[config.mk]
export PLATFORM = sky130hd
export DESIGN_NAME = ch1_sweep_freq
export DESIGN_NICKNAME = d
export VERILOG_FILES = /design/src/rtl/apu_pkg.sv /design/src/rtl/ch1_freq_counter.sv /design/src/rtl/ch1_sweep_freq.sv
export SDC_FILE = /design/constraint.sdc
export NUM_CORES = 1
export LEC_CHECK = 0
export ABC_AREA = 0
export BUFFER_PORTS_ARGS = -buffer_cell sky130_fd_sc_hd__buf_2
export CAP_MARGIN = 5
export CORE_ASPECT_RATIO = 1.75
export CORE_MARGIN = 10
export CORE_UTILIZATION = 50
export CTS_BUF_LIST = sky130_fd_sc_hd__clkbuf_4
export DETAILED_ROUTE_END_ITERATION = 10
export PLACE_DENSITY_LB_ADDON = 0.2
export SLEW_MARGIN = 5
export SYNTH_ARGS = -nofsm -noshare
export SYNTH_HDL_FRONTEND = slang
export SYNTH_HIERARCHICAL = 1
export SYNTH_SLANG_ARGS = --single-unit
[constraint.sdc]
create_clock -name clk -period 5.4 [get_ports clk]
set_input_delay 0.54 -clock clk [delete_from_list [all_inputs] [get_ports clk]]
set_output_delay 0.54 -clock clk [all_outputs]
set_load 0.05 [all_outputs]
[src/rtl/apu_pkg.sv]
// apu_pkg: shared APU constants for the channel 1 frequency datapath
package apu_pkg;
  localparam int FREQ_W = 11;
  localparam logic [FREQ_W-1:0] FREQ_MAX = 11'h7FF;
endpackage

[src/rtl/ch1_freq_counter.sv]
// ch1_freq_counter: reloadable period up-counter with a registered wrap pulse
module ch1_freq_counter
  import apu_pkg::*;
(
  input  logic              clk,
  input  logic              napu_reset,
  input  logic              reload,
  input  logic              tick,
  input  logic [FREQ_W-1:0] load_val,
  output logic              wrap
);
  logic [FREQ_W-1:0] cnt_q, cnt_d;
  logic              wrap_q, wrap_d;
  // reload beats a wrapping tick and suppresses its pulse
  always_comb begin
    wrap_d = !reload && tick && cnt_q == FREQ_MAX;
    cnt_d  = (reload || wrap_d) ? load_val : tick ? cnt_q + 1'b1 : cnt_q;
  end
  always_ff @(posedge clk or negedge napu_reset) begin
    if (!napu_reset) begin
      cnt_q  <= '0;
      wrap_q <= 1'b0;
    end else begin
      cnt_q  <= cnt_d;
      wrap_q <= wrap_d;
    end
  end
  assign wrap = wrap_q;
endmodule

[src/rtl/ch1_sweep_freq.sv]
// ch1_sweep_freq: channel 1 frequency register, sweep shadow/adder, overflow latch and period tick
module ch1_sweep_freq
  import apu_pkg::*;
(
  input  logic              clk,
  input  logic              napu_reset,
  input  logic              apu_wr,
  input  logic              ff13,
  input  logic              ff14,
  input  logic [7:0]        d,
  input  logic              sweep_neg,
  input  logic              tick_1mhz,
  input  logic              ch1_restart,
  input  logic              ch1_ld_shift,
  input  logic              ch1_shift_clk,
  input  logic              ch1_freq_upd1,
  input  logic              ch1_freq_upd2,
  output logic [FREQ_W-1:0] freq,
  output logic              atys,
  output logic              copu
);
  logic [FREQ_W-1:0] freq_q, freq_d, shadow_q, shadow_d, base;
  logic [FREQ_W:0]   sum;
  logic              ovf_q, ovf_d, carry;
  // subtraction never borrows while shadow <= freq, so only the add carry matters
  always_comb begin
    sum      = sweep_neg ? {1'b0, freq_q} - {1'b0, shadow_q} : {1'b0, freq_q} + {1'b0, shadow_q};
    carry    = !sweep_neg && sum[FREQ_W];
    base     = (ch1_freq_upd2 && !carry) ? sum[FREQ_W-1:0] : freq_q;
    freq_d   = {(apu_wr && ff14) ? d[2:0] : base[10:8], (apu_wr && ff13) ? d : base[7:0]};
    shadow_d = ch1_ld_shift ? freq_q : ch1_shift_clk ? shadow_q >> 1 : shadow_q;
    ovf_d    = ch1_restart ? 1'b0 : (ch1_freq_upd1 && carry) ? 1'b1 : ovf_q;
  end
  always_ff @(posedge clk or negedge napu_reset) begin
    if (!napu_reset) begin
      freq_q   <= '0;
      shadow_q <= '0;
      ovf_q    <= 1'b0;
    end else begin
      freq_q   <= freq_d;
      shadow_q <= shadow_d;
      ovf_q    <= ovf_d;
    end
  end
  ch1_freq_counter u_cnt (
    .clk       (clk),
    .napu_reset(napu_reset),
    .reload    (ch1_restart),
    .tick      (tick_1mhz),
    .load_val  (freq_q),
    .wrap      (copu)
  );
  assign freq = freq_q;
  assign atys = !ovf_q;
endmodule

==> results of run 1 <==
## metal layers
| metal | vias to the layer above | wire (um) | track usage, % |
|---|---|---|---|
| met5 | - | 0 | 0 |
| met4 | 0 | 196 | 7.24 |
| met3 | 16 | 207 | 2.70 |
| met2 | 47 | 3260 | 27.3 |
| met1 | 1034 | 2390 | 15.8 |
| li1 | 1074 | - | - |
## cells by family (layout without fill, tap and decap cells)
family,Yosys count,count (layout)
XOR/XNOR,19,19
multiplexers,20,20
adder cells (fa/ha/maj),14,14
buffers and inverters,16,47
flip-flops,35,35
AND/OR/NAND/NOR,110,110
AO/OA/AOI/OAI,66,66
## power by group
part           internal (mW)  switching [mW]
clock network         0.0462          0.0918
registers              0.374           0.166
logic                  0.478           0.673
## layout by cell type, fill, tap and decap left out, drive strengths merged, types with 2 or more instances in the layout
master   n
nand3   12
o21a     3
dfrtp   35
o22a     2
nor3     7
nand4    3
mux2i   19
o21ai   19
nor2    30
inv      8
a21oi   20
nor2b    3
o211ai   3
clkbuf   5
o31a     2
and2     2
buf     32
or4      3
a221oi   2
and3     8
xor2     5
xnor2   14
ha      13
nand2b   6
a31oi    2
clkinv   2
nand2   28
or3      3
a41oi    2
o31ai    2
## final timing paths
kind | to
max reg2reg | freq[0]
min reg2reg | ovf_q
min | u_cnt/cnt_q[10]
min in group clk | ovf_q
max | freq[0]
max in group asynchronous | freq[1]
## cell type report
cell class,count,share of cell area [%]
clock buffers,5,1.38
clock inverters,2,0.321
inverters,8,1.10
multi-input cells,229,56.7
flip-flops and latches,35,32.1
well taps,54,2.48
repair buffers,32,5.87
## through the flow
| step | power, mW | utilization [%] | hold slack (ns) | cells | setup WS (ns) |
|---|---|---|---|---|---|
| 4_1_cts | 1.84 | 55.7 | 0.304 | 365 | 1.51 |
| 6_report | 1.83 | 55.7 | 0.275 | 365 | 1.53 |
| 5_1_grt | 2.00 | 55.7 | 0.315 | 365 | 1.03 |
| 3_5_place_dp | 1.69 | 54.8 | 0.484 | 358 | 1.49 |
| 3_3_place_gp | 1.68 | 54.8 | 0.477 | 358 | 1.60 |
| 2_1_floorplan | 1.43 | - | 0.244 | 280 | 2.11 |
## critical path, stage by stage (launching register included)
cell and delay [ns]:
dfrtp_1 0.41, inv_1 0.08, ha_1 0.16, nand2b_1 0.07
or4_1 0.46, nor3_1 0.16, nor2_1 0.07, xnor2_1 0.13
ha_1 0.33, a21oi_1 0.26, o211ai_1 0.15, a41oi_1 0.27
a21oi_1 0.15, o31ai_4 0.62, mux2i_1 0.15, mux2_2 0.28
## registers in the layout (all words and copies together) (netlist names)
register	flops
u_cnt/wrap	1
u_cnt/cnt_q	11
ovf_q	1
freq	11
shadow_q	11
==> metrics.cfg, run 1 <==
[pwr]
vdd_drop_max_uv=499
leakagePower_nw=1.23
power_density_nw_per_um2=671

[flow_run]
drv_cap=0

[die]
io_pins=33
die_area_um2=8340
die_y_um=114
row_count=34
core_um2=4890
die_w_um=73.4
floorplan.initialDensity_pct=51.1

[worst_setup_path]
critPathArrivalTime_ns=4.10
cp-end-kind=register
critPathKind=reg2reg
critPathLaunch=shadow_q[0]
worstPathRequired_ns=5.63
cp-start-kind=register
reg2reg_from=shadow_q[0]
rrSetupSlack_ns=1.53
crit_fanout=14
reg2reg_depth=15

[clock_tree]
clk_latency_ns=0.34
cts_buffer_depth=2
cts_buffers=5
postCtsHoldBufs=0
cts-resized-gates=0
path_clk_slew_ns=0.11
post-cts-setup-buffers=0
cts-htree-levels=2
cts-root-buf=clkbuf_4
cts_sinks=35
cts_tree=yes

[sta]
setup_viol=0
slew_violations=0
fmax_ghz=0.258
setup_tns_ns=0
maxSlewHeadroom_pct=45.5
grt_setup_unrepaired=false
worst_pin_slew_ns=0.817
hold_viol=0
period_needed_ns=3.87
finClkSkew_ns=0.0127
finalCritPeriodShare_pct=71.7

[global_routing]
grt_pass1_wl_um=10200
grt_pass1_vias=2227
grt_max_degree=36
grt_util_all_layers_pct=15.0
grt-ovfl-total=0
grt_antenna_before_repair=0

[cells_and_area]
num_antenna_cells=0
final-seq-area_um2=876
drive_above_1_share_pct=16.1
fillers=480
fin_nets=345
syn_to_final_growth_pct=9.11
design_area_um2=2730
multiInputGateArea_um2=1550

[synthesis]
synth-simple-area-share_pct=22.2
synthArstFlopShare_pct=100
yosysSeqAreaShare_pct=35.1
synthTopCellsByCount=35 x dfrtp_1, 29 x nor2_1, 28 x nand2_1
yosysMostFrequentCell=dfrtp_1
synth_top_area_share_pct=35.1
yosysUniqueCellTypes=55
syn_nets=314
netlist_instances=280
synth_xor_area_share_pct=6.66
synth.avg_cell_area_um2=8.92
synth.area.top_cells=dfrtp_1 35%, mux2i_1 7.6%, ha_1 6.5%, xnor2_1 4.9%, nor2_1 4.4%
ys.flop_type=dfrtp_1
synth_area_um2=2500
synth_warnings=6
yosysTopAreaCell=dfrtp_1
synth_mux_area_share_pct=8.06
synth_compound_area_share_pct=17.6
synth_enable_flop_cells=0
synthAdderAreaFrac_pct=7.31
ys_ff_latch=35
synth_top_family_by_area=simple AND/OR/NAND/NOR gates

[routing]
ant_nets=0
vias=2171
drc=0
dr.pass1.iters=4
wl_per_cell_um=16.6
drtIter0Drc=91
wl_um=6050
via_per_inst=5.95

[placement]
io_buffers=32
dp_hpwl_um=4720
dpl_cell_area_um2=2680
gp_congestion=0.964

[run_status]
outcome=complete, no violations

[hold_path]
min-delay-path-class=in2async

(Power assumes the default switching activity.)
==> run 2, diff against run 1 <==
Clock period 5.4 ns to 4 ns, I/O delays scaled along.
==> run 2 against run 1 <==
  * Combinational power rose by 37%
  * Register-to-register slack got worse by 1.2 ns
  * Sequential share of layout area shrank 0.26 points
  * Final area is 0.83% higher
  * Critical path depth up 1
  * Largest cell class unchanged
==> metrics.cfg, run 2 (same netlist as run 1, synthesis figures left out) <==
[clock_tree]
cts-resized-gates=0
clk_latency_ns=0.34
cts_buffers=5
post-cts-setup-buffers=0
cts_tree=yes
cts_sinks=35
postCtsHoldBufs=0
cts_buffer_depth=2
path_clk_slew_ns=0.11
cts-htree-levels=2
cts-root-buf=clkbuf_4

[worst_setup_path]
crit_fanout=14
critPathArrivalTime_ns=3.89
critPathKind=reg2reg
worstPathRequired_ns=4.27
cp-end-kind=register
critPathLaunch=shadow_q[1]
cp-start-kind=register
reg2reg_from=shadow_q[1]

[cells_and_area]
num_antenna_cells=0
mostFrequentLayoutCell=dfrtp_1
syn_to_final_growth_pct=10.0
drive_above_1_share_pct=17.3
layout_common_cells=35 x dfrtp_1, 32 x buf_2, 29 x nor2_1
final_core_util_pct=56.2
fin_nets=346

[global_routing]
grt-ovfl-total=0
busiest_layer=met2
grt_max_degree=36
gr-usage-met1_pct=16.9
use_met2_pct=26.3
met3_usage_pct=3.13
grt_util_all_layers_pct=15.5
grt_pass1_vias=2302
grt_antenna_before_repair=0
grt_pass1_wl_um=10500

[sta]
fmax_ghz=0.276
finalCritPeriodShare_pct=90.6
grt_setup_unrepaired=false
period_needed_ns=3.62
worst_pin_slew_ns=0.803
maxSlewHeadroom_pct=46.5
hold_viol=0
finClkSkew_ns=0.00741
setup_tns_ns=0
setup_viol=0
slew_violations=0

[hold_path]
min-delay-path-class=in2async

[routing]
via_per_inst=5.95
drc=0
ant_nets=0
drtIter0Drc=142
wl_per_cell_um=16.9
dr.pass1.iters=4
wl_um=6210
vias=2182

[flow_run]
drv_cap=0

[die]
core_um2=4890
die_area_um2=8340
row_count=34
floorplan.initialDensity_pct=51.1
die_y_um=114
io_pins=33
die_w_um=73.4

[placement]
dp_hpwl_um=4800
io_buffers=32
gp_congestion=0.948

[pwr]
leakagePower_nw=1.24
vdd_drop_max_uv=501
power_density_nw_per_um2=912

[run_status]
outcome=complete, no violations

[run 2: changes by cell type in the layout (fill, tap and decap cells not counted)]
cell,previous run,this run
a21oi_1,19,18
clkbuf_4,5,7
clkinv_1,1,0
a21oi_2,1,2
buf_4,0,1
[run 2: worst max-delay path: stages, from the launching register on]
cell	delay [ns]
dfrtp_1	0.43
inv_1	0.07
ha_1	0.16
nand2b_1	0.07
or4_1	0.46
nor3_1	0.16
nor2_1	0.07
xnor2_1	0.14
ha_1	0.35
a21oi_2	0.22
o211ai_1	0.12
a41oi_1	0.27
and3_4	0.24
o31ai_4	0.06
buf_4	0.21
or3_1	0.35
a31oi_1	0.16
[run 2: path summary, 6_finish.rpt]
kind / depth (start not counted) / end / slack (ns)
max reg2reg: 16 / freq[3] / 0.38
min reg2reg: 2 / ovf_q / 0.52
max: 16 / freq[3] / 0.38
min in group clk: 3 / ovf_q / 0.30
min: 1 / ovf_q / 0.14
max in group asynchronous: 1 / shadow_q[1] / 3.36
[run 2: layout make-up]
| type | count | area, um^2 |
|---|---|---|
| inverters | 8 | 30.0 |
| flip-flops and latches | 35 | 876 |
| multi-input cells | 229 | 1550 |
| repair buffers | 33 | 168 |
| well taps | 54 | 67.6 |
| clock inverters | 1 | 5.00 |
| fillers | 457 | 2140 |
| clock buffers | 7 | 52.6 |
[run 2: per-layer routing]
metal	vias to the layer above	part of all wire, %
met3	21	3.8
met1	1022	40
li1	1079	-
met5	-	0
met2	60	53
met4	0	3.6
[run 2: power breakdown]
part	switching (mW)	internal [mW]
combinational	0.922	0.653
sequential	0.223	0.505
clock	0.123	0.0822
[run 2: stage by stage]
stage	power (mW)	area, um^2	hold WS, ns	setup WS [ns]	cells
finish	2.51	2750	0.139	0.376	367
CTS	2.51	2750	0.174	0.301	367
global placement	2.28	2690	0.477	0.435	359
detailed placement	2.29	2690	0.496	0.319	359
floorplan	1.94	2500	0.104	0.707	280
global route	2.75	2750	0.179	0.0128	367
